### config.mk
export PLATFORM = sky130hd
export DESIGN_NAME = score_tracker
export DESIGN_NICKNAME = d
export VERILOG_FILES = /design/src/rtl/score_pkg.sv /design/src/rtl/score_table.sv /design/src/rtl/score_tracker.sv
export SDC_FILE = /design/constraint.sdc
export NUM_CORES = 1
export LEC_CHECK = 0
export CAP_MARGIN = 10
export CORE_ASPECT_RATIO = 1.75
export CORE_MARGIN = 3
export CORE_UTILIZATION = 57
export CTS_CLUSTER_DIAMETER = 80
export CTS_CLUSTER_SIZE = 20
export DETAILED_ROUTE_END_ITERATION = 6
export DONT_BUFFER_PORTS = 1
export MAX_ROUTING_LAYER = met4
export PLACE_DENSITY = 0.69
export SLEW_MARGIN = 20
export SYNTH_ARGS = -nofsm -noshare
export SYNTH_HDL_FRONTEND = slang
export SYNTH_SLANG_ARGS = --single-unit
### constraint.sdc
create_clock -name clk -period 3.9 [get_ports clk]
set_input_delay 0.78 -clock clk [delete_from_list [all_inputs] [get_ports clk]]
set_output_delay 0.78 -clock clk [all_outputs]
set_load 0.05 [all_outputs]
### src/rtl/score_pkg.sv
// Shared widths and FSM encoding for the post-game score-check responder.
package score_pkg;
    localparam int ID_W        = 3;
    localparam int SCORE_W     = 7;
    localparam int NUM_PLAYERS = 1 << ID_W;

    typedef enum logic [1:0] {
        IDLE = 2'd0,
        CMP  = 2'd1,
        RESP = 2'd2
    } state_t;
endpackage

### src/rtl/score_table.sv
// Per-player personal-best register file: one write port, one combinational
// compare read port and one registered display read port.
module score_table #(
    parameter int ID_W        = 3,
    parameter int SCORE_W     = 7,
    parameter int NUM_PLAYERS = 8
) (
    input  logic               clk,
    input  logic               rst,
    input  logic               we_i,
    input  logic [ID_W-1:0]    wr_id_i,
    input  logic [SCORE_W-1:0] wr_score_i,
    input  logic [ID_W-1:0]    cmp_id_i,
    output logic [SCORE_W-1:0] cmp_score_o,
    input  logic [ID_W-1:0]    rd_id_i,
    output logic [SCORE_W-1:0] rd_score_o
);
    logic [SCORE_W-1:0] mem_q [NUM_PLAYERS];
    logic [SCORE_W-1:0] rd_q;

    // The display port samples the table before this cycle's write lands.
    always_ff @(posedge clk) begin
        if (!rst) begin
            for (int i = 0; i < NUM_PLAYERS; i++) begin
                mem_q[i] <= '0;
            end
            rd_q <= '0;
        end else begin
            if (we_i) begin
                mem_q[wr_id_i] <= wr_score_i;
            end
            rd_q <= mem_q[rd_id_i];
        end
    end

    assign cmp_score_o = mem_q[cmp_id_i];
    assign rd_score_o  = rd_q;
endmodule

### src/rtl/score_tracker.sv
// Score-check responder: compares a submitted score with the player's personal
// best and the global best, updates the records and pulses valid.
module score_tracker
    import score_pkg::*;
#(
    parameter int NUM_PLAYERS = score_pkg::NUM_PLAYERS,
    parameter int ID_W        = score_pkg::ID_W,
    parameter int SCORE_W     = score_pkg::SCORE_W
) (
    input  logic               clk,
    input  logic               rst,
    input  logic               score_req,
    input  logic [SCORE_W-1:0] score_in,
    input  logic [ID_W-1:0]    intPlayID_in,
    input  logic               isGuest_in,
    input  logic [ID_W-1:0]    rd_id,
    output logic               valid,
    output logic               personalwin,
    output logic               globalwin,
    output logic               busy,
    output logic [SCORE_W-1:0] rd_score,
    output logic [SCORE_W-1:0] global_best,
    output logic [ID_W-1:0]    global_id,
    output logic               global_guest,
    output state_t             fsm_state
);
    // Handshake: a request is taken only when score_req is high in IDLE; the
    // response is valid high for one cycle, and personalwin/globalwin are held
    // until the next comparison so the initiator can sample them afterwards.
    state_t             state_q;
    logic [SCORE_W-1:0] score_q;
    logic [ID_W-1:0]    id_q;
    logic               guest_q;
    logic               valid_q, pw_q, gw_q;
    logic [SCORE_W-1:0] gbest_q;
    logic [ID_W-1:0]    gid_q;
    logic               gguest_q;

    logic [SCORE_W-1:0] personal_best;
    logic               pw_d, gw_d, table_we;

    // Strict compares: a tie never wins, so a score of 0 never wins.
    assign pw_d     = !guest_q && (score_q > personal_best);
    assign gw_d     = score_q > gbest_q;
    assign table_we = (state_q == CMP) && pw_d;

    score_table #(
        .ID_W       (ID_W),
        .SCORE_W    (SCORE_W),
        .NUM_PLAYERS(NUM_PLAYERS)
    ) u_table (
        .clk        (clk),
        .rst        (rst),
        .we_i       (table_we),
        .wr_id_i    (id_q),
        .wr_score_i (score_q),
        .cmp_id_i   (id_q),
        .cmp_score_o(personal_best),
        .rd_id_i    (rd_id),
        .rd_score_o (rd_score)
    );

    always_ff @(posedge clk) begin
        if (!rst) begin
            state_q  <= IDLE;
            score_q  <= '0;
            id_q     <= '0;
            guest_q  <= 1'b0;
            valid_q  <= 1'b0;
            pw_q     <= 1'b0;
            gw_q     <= 1'b0;
            gbest_q  <= '0;
            gid_q    <= '0;
            gguest_q <= 1'b0;
        end else begin
            valid_q <= 1'b0;
            case (state_q)
                IDLE: begin
                    if (score_req) begin
                        score_q <= score_in;
                        id_q    <= intPlayID_in;
                        guest_q <= isGuest_in;
                        state_q <= CMP;
                    end
                end
                CMP: begin
                    pw_q <= pw_d;
                    gw_q <= gw_d;
                    if (gw_d) begin
                        gbest_q  <= score_q;
                        gid_q    <= id_q;
                        gguest_q <= guest_q;
                    end
                    state_q <= RESP;
                end
                RESP: begin
                    valid_q <= 1'b1;
                    state_q <= IDLE;
                end
                default: state_q <= IDLE;
            endcase
        end
    end

    assign valid        = valid_q;
    assign personalwin  = pw_q;
    assign globalwin    = gw_q;
    assign busy         = (state_q != IDLE);
    assign global_best  = gbest_q;
    assign global_id    = gid_q;
    assign global_guest = gguest_q;
    assign fsm_state    = state_q;
endmodule
## Word level (Yosys, flattened, before mapping)

Memory sizes are Yosys's and may differ from the RTL's. A register that Yosys moved wholly into a read port is not among the register bits.
Cells that the tools add are included.

- Bitwise logic cells: 0
- Shift operators: 0
- Add/sub/neg operators: 0
- Multiply operators: 0
- Equal/unequal tests: 3
- Magnitude comparators: 2
- Reduce and logical (&&, ||, !) cells: 9
- Multiplexer cells: 12
- Div/mod/pow operators: 0

Operators by type and width:

| kind | number |
|---|---|
| $gt 7x7->1 | 2 |
| $mux 3 | 3 |
| $mux 7 | 1 |
| $reduce_or 7->1 | 1 |
| $mux 1 | 6 |
| $pmux 2 s2 | 1 |
| $reduce_and 2->1 | 2 |
| $eq 2x1->1 const B | 1 |
| $eq 2x2->1 const B | 1 |
| $logic_and 1x1->1 | 2 |
| $logic_not 1->1 | 2 |
| $logic_not 2->1 | 1 |
| $mux 2 | 1 |
| $ne 2x2->1 const B | 1 |
| $reduce_bool 2->1 | 1 |

- Register bits: 27
- Memory bits (read-only): 0
- Latch bits: 0
- RAM bits: 56
- Memories kept: 1

Memories:

| memory | words | bits a word | read ports | clocked after memory_dff | wr ports | line | RTL |
|---|---|---|---|---|---|---|---|
| u_table.mem_q | 8 | 7 | 2 | 2 | 8 | score_table.sv:18 | `logic [SCORE_W-1:0] mem_q [NUM_PLAYERS];` |

## Longest topological paths before layout

- Depth after elaboration: 8
- Depth in mapped cells: 12
- Gate-level depth less buffers: 8

## Cells and area by module

A second synthesis with hierarchy kept.

- Cell total of the unflattened synthesis: 373
- Area total of the unflattened synthesis: 4,649.5 um2

By module, submodules not included:

| module | sequential area each (um2) | area each (um2) | cells an instance | instances |
|---|---|---|---|---|
| score_table | 1,821.7 | 3,220.6 | 208 | 1 |
| score_tracker | 540.5 | 1,428.9 | 165 | 1 |

## Worst setup path before layout

OpenSTA, ideal clock, no wires.

- Path kind: register to register
- From: register with a tool-made name
- To: memory u_table.mem_q[0][0] (enable)
- Clock period less this slack: 3,546 ps
- Slack: 354 ps
- Stages on the path, launching flop included: 12
- Arrival: 3,153 ps
- Data required time: 3,507 ps
- Cells stage by stage: dfxtp_1 buf_2 buf_2 mux4_2 mux2i_1 ha_1 and3_4 nand3_1 nand4b_1 a21o_1 buf_6 o41ai_1

RTL lines:

| what | line |
|---|---|
| end, declared | score_table.sv:18 |

==> impl_metrics.csv <==
group,metric,value,unit
run_status,status,"completed",
critical_path,critical_path_required,3.85,ns
clocking,cts_resized,0,
min_path,min_path_cells,2,
logic_synthesis,syn_avg_cell_area,12.3,µm²
logic_synthesis,synthFlopType,"edfxtp_1",
clocking,cts_buffers,9,
logic_synthesis,synth_cells,381,
global_route,grt_usage,0.281,
placed_design,hpwl,8640,µm
route,vias,3079,
clocking,cts_tree,"done",
logic_synthesis,synth_area_leaders,"edfxtp_1, dfxtp_1, mux4_2",
global_route,grt_pass1_vias,3132,
die,die_x,74.4,µm
global_route,antenna_found_initial,0,
logic_synthesis,synth_top_area_share,0.360,
power,p_total,2.20,mW
critical_path,worstRegToRegCells,9,
min_path,min_from,"guest_q",
global_route,grt_max_degree,55,
critical_path,worstPathArrival,3.53,ns
critical_path,startpoint_type,"flop",
logic_synthesis,synthMuxAreaShare,0.165,
logic_synthesis,synth_xor_area_frac,0,
logic_synthesis,synth_common_cells,"edfxtp_1, nand2_1, dfxtp_1",
timing,hold_viol,0,
timing,setup_violations,0,
die,start_util,0.586,
min_path,whs_endpoint,"global_guest",
timing,skew,0.0101,ns
power,leakage,1.67,nW
logic_synthesis,syn_area,4670,µm²
logic_synthesis,synthSimpleGateAreaFrac,0.173,
route,via_per_inst,6.59,
timing,fmax,0.280,GHz
timing,whs,0.556,ns
logic_synthesis,synth_fa_ha_area_frac,0.0375,
die,fp-row-count,43,
route,wl_per_cell,25.0,µm
route,ant_nets,0,
min_path,hold_path.class,"reg -> reg",
clocking,cts_max_level,3,
flow_run,maxCapViolCount,0,
final_layout,nets,403,
critical_path,crit_type,"reg -> reg",
die,core,7960,µm²
final_layout,syn2layout_area_growth,8.12,%
route,drc,0,
clocking,root_buffer,"clkbuf_16",
route,first_iter_violations,312,
logic_synthesis,yosysMostFrequentCell,"edfxtp_1",
logic_synthesis,synth-compound-area-share,0.0611,
timing,relSlewSlack,0.294,
logic_synthesis,yosysWarnings,0,
logic_synthesis,async_flop_share,0,
route,drtPass1Iterations,5,
clocking,clock_latency,0.34,ns
clocking,cts_max_path_buffers,2,
critical_path,endpoint_kind,"flop",
clocking,cts_hold_buf,0,
clocking,clk_pin_slew_worst_paths,0.07,ns
critical_path,cp_max_fo,14,
logic_synthesis,ys_seq_area_frac,0.519,
logic_synthesis,synth_seq_cells,93,
timing,rsz0062_at_grt,"false",
clocking,clock_sinks,93,
timing,drv_slew,0,
power,p_per_area,436,nW/µm²
logic_synthesis,synth_top_cell_by_area,"edfxtp_1",
global_route,grt_pass1_wl,18100,µm
placed_design,gp_congestion,0.947,
logic_synthesis,synthesis.nets,412,
power,ir_drop,321,µV
timing,fin_crit_sh,0.917,
global_route,grt-ovfl-total,0,
die,pin_count,41,
timing,tns,0,ns
timing,max_slew.worst_pin.slew,1.05,ns
die,die_area,9360,µm²
logic_synthesis,synth_top_family_by_area,"simple AND/OR/NAND/NOR gates",
critical_path,rrSetupSlack,0.33,ns
logic_synthesis,synth-edff-count,56,
timing,min_period,3.57,ns
logic_synthesis,synth.distinct_cells,42,
final_layout,n_antenna_cell,0,
route,wirelength,11700,µm
final_layout,drive_gt1_frac,0.191,
placed_design,port_buffers,0,
clocking,postCtsSetupBuffers,0,
critical_path,r2r_end,"u_table.mem_q[6][2]",
die,die_y,126,µm
==> logic make-up (layout without fill, tap and decap cells) <==
kind of cell | Yosys count | after routing
adder cells (fa/ha/maj) | 14 | 14
AND/OR/NAND/NOR | 145 | 145
buffers and inverters | 44 | 40
flip-flops | 93 | 93
multiplexers | 42 | 42
AO/OA/AOI/OAI | 43 | 43
==> cell usage in the layout (no fill, tap or decap), types with 8 or more instances in the layout <==
| cell | count |
|---|---|
| a21boi_0 | 12 |
| buf_4 | 14 |
| clkbuf_16 | 10 |
| dfxtp_1 | 37 |
| edfxtp_1 | 56 |
| ha_1 | 14 |
| inv_1 | 8 |
| mux2i_1 | 13 |
| mux4_2 | 28 |
| nand2_1 | 45 |
| nand2b_1 | 10 |
| nand3_1 | 13 |
| nor2b_1 | 9 |
| nor3_1 | 28 |
| nor3b_1 | 13 |
| nor4_1 | 9 |
| o21ai_0 | 13 |
==> layer usage <==
metal	global-route usage	vias up	part of all wire
li1	-	1420	-
met1	0.307	1480	0.34
met5	-	-	0
met3	0.0543	39	0.064
met4	0.178	0	0.062
met2	0.456	140	0.54
==> worst max path at each step <==
stage / start / to / slack (ns)
after detailed placement: flop / u_table.mem_q[5][4] / 0.22
after global routing: flop / u_table.mem_q[6][2] / 0.15
final: flop / u_table.mem_q[6][2] / 0.33
after global placement: flop / u_table.mem_q[4][5] / 0.21
after floorplan: flop / u_table.mem_q[0][0] / 0.35
after CTS: flop / u_table.mem_q[5][3] / 0.22
==> critical path, stage by stage, from the launching register on <==
cell and delay, ns:
dfxtp_1 0.35, buf_12 0.17, mux4_2 0.52, mux2_2 0.28, ha_1 0.26, and3_1 0.17, nand3_1 0.09, nand4b_1 0.10
a21o_2 0.32, o31ai_1 0.91
==> stage by stage <==
step / worst slack, ns / util / instance area (µm²) / std cells
2_1_floorplan: 0.354 / - / 4670 / 381
3_3_place_gp: 0.210 / 0.595 / 4730 / 451
3_5_place_dp: 0.220 / 0.596 / 4750 / 451
4_1_cts: 0.216 / 0.632 / 5030 / 467
5_1_grt: 0.149 / 0.634 / 5050 / 467
6_report: 0.325 / 0.634 / 5050 / 467
==> registers in the layout, summed over array words and instances, names as in the netlist, named ones only <==
signal and count:
global_guest 1, u_table.rd_score_o 7, global_id 3, personalwin 1, score_q 7, valid 1, global_best 7, id_q 3
u_table.mem_q 56, guest_q 1, globalwin 1, fsm_state 2
==> area by class of cell <==
| class | count | area (µm²) |
|---|---|---|
| Sequential cell | 93 | 2420 |
| Multi-Input combinational cell | 244 | 2070 |
| Clock inverter | 3 | 20.0 |
| Clock buffer | 13 | 262 |
| Inverter | 9 | 33.8 |
| Tap cell | 90 | 113 |
| Timing Repair Buffer | 15 | 125 |
| Fill cell | 612 | 2910 |
==> power breakdown <==
part | total (mW) | switching (mW) | internal, mW
sequential | 1.15 | 0.0706 | 1.08
clock | 0.828 | 0.355 | 0.472
combinational | 0.225 | 0.121 | 0.104
total | 2.20 | 0.547 | 1.65
Power figures use the tool's default switching activity.
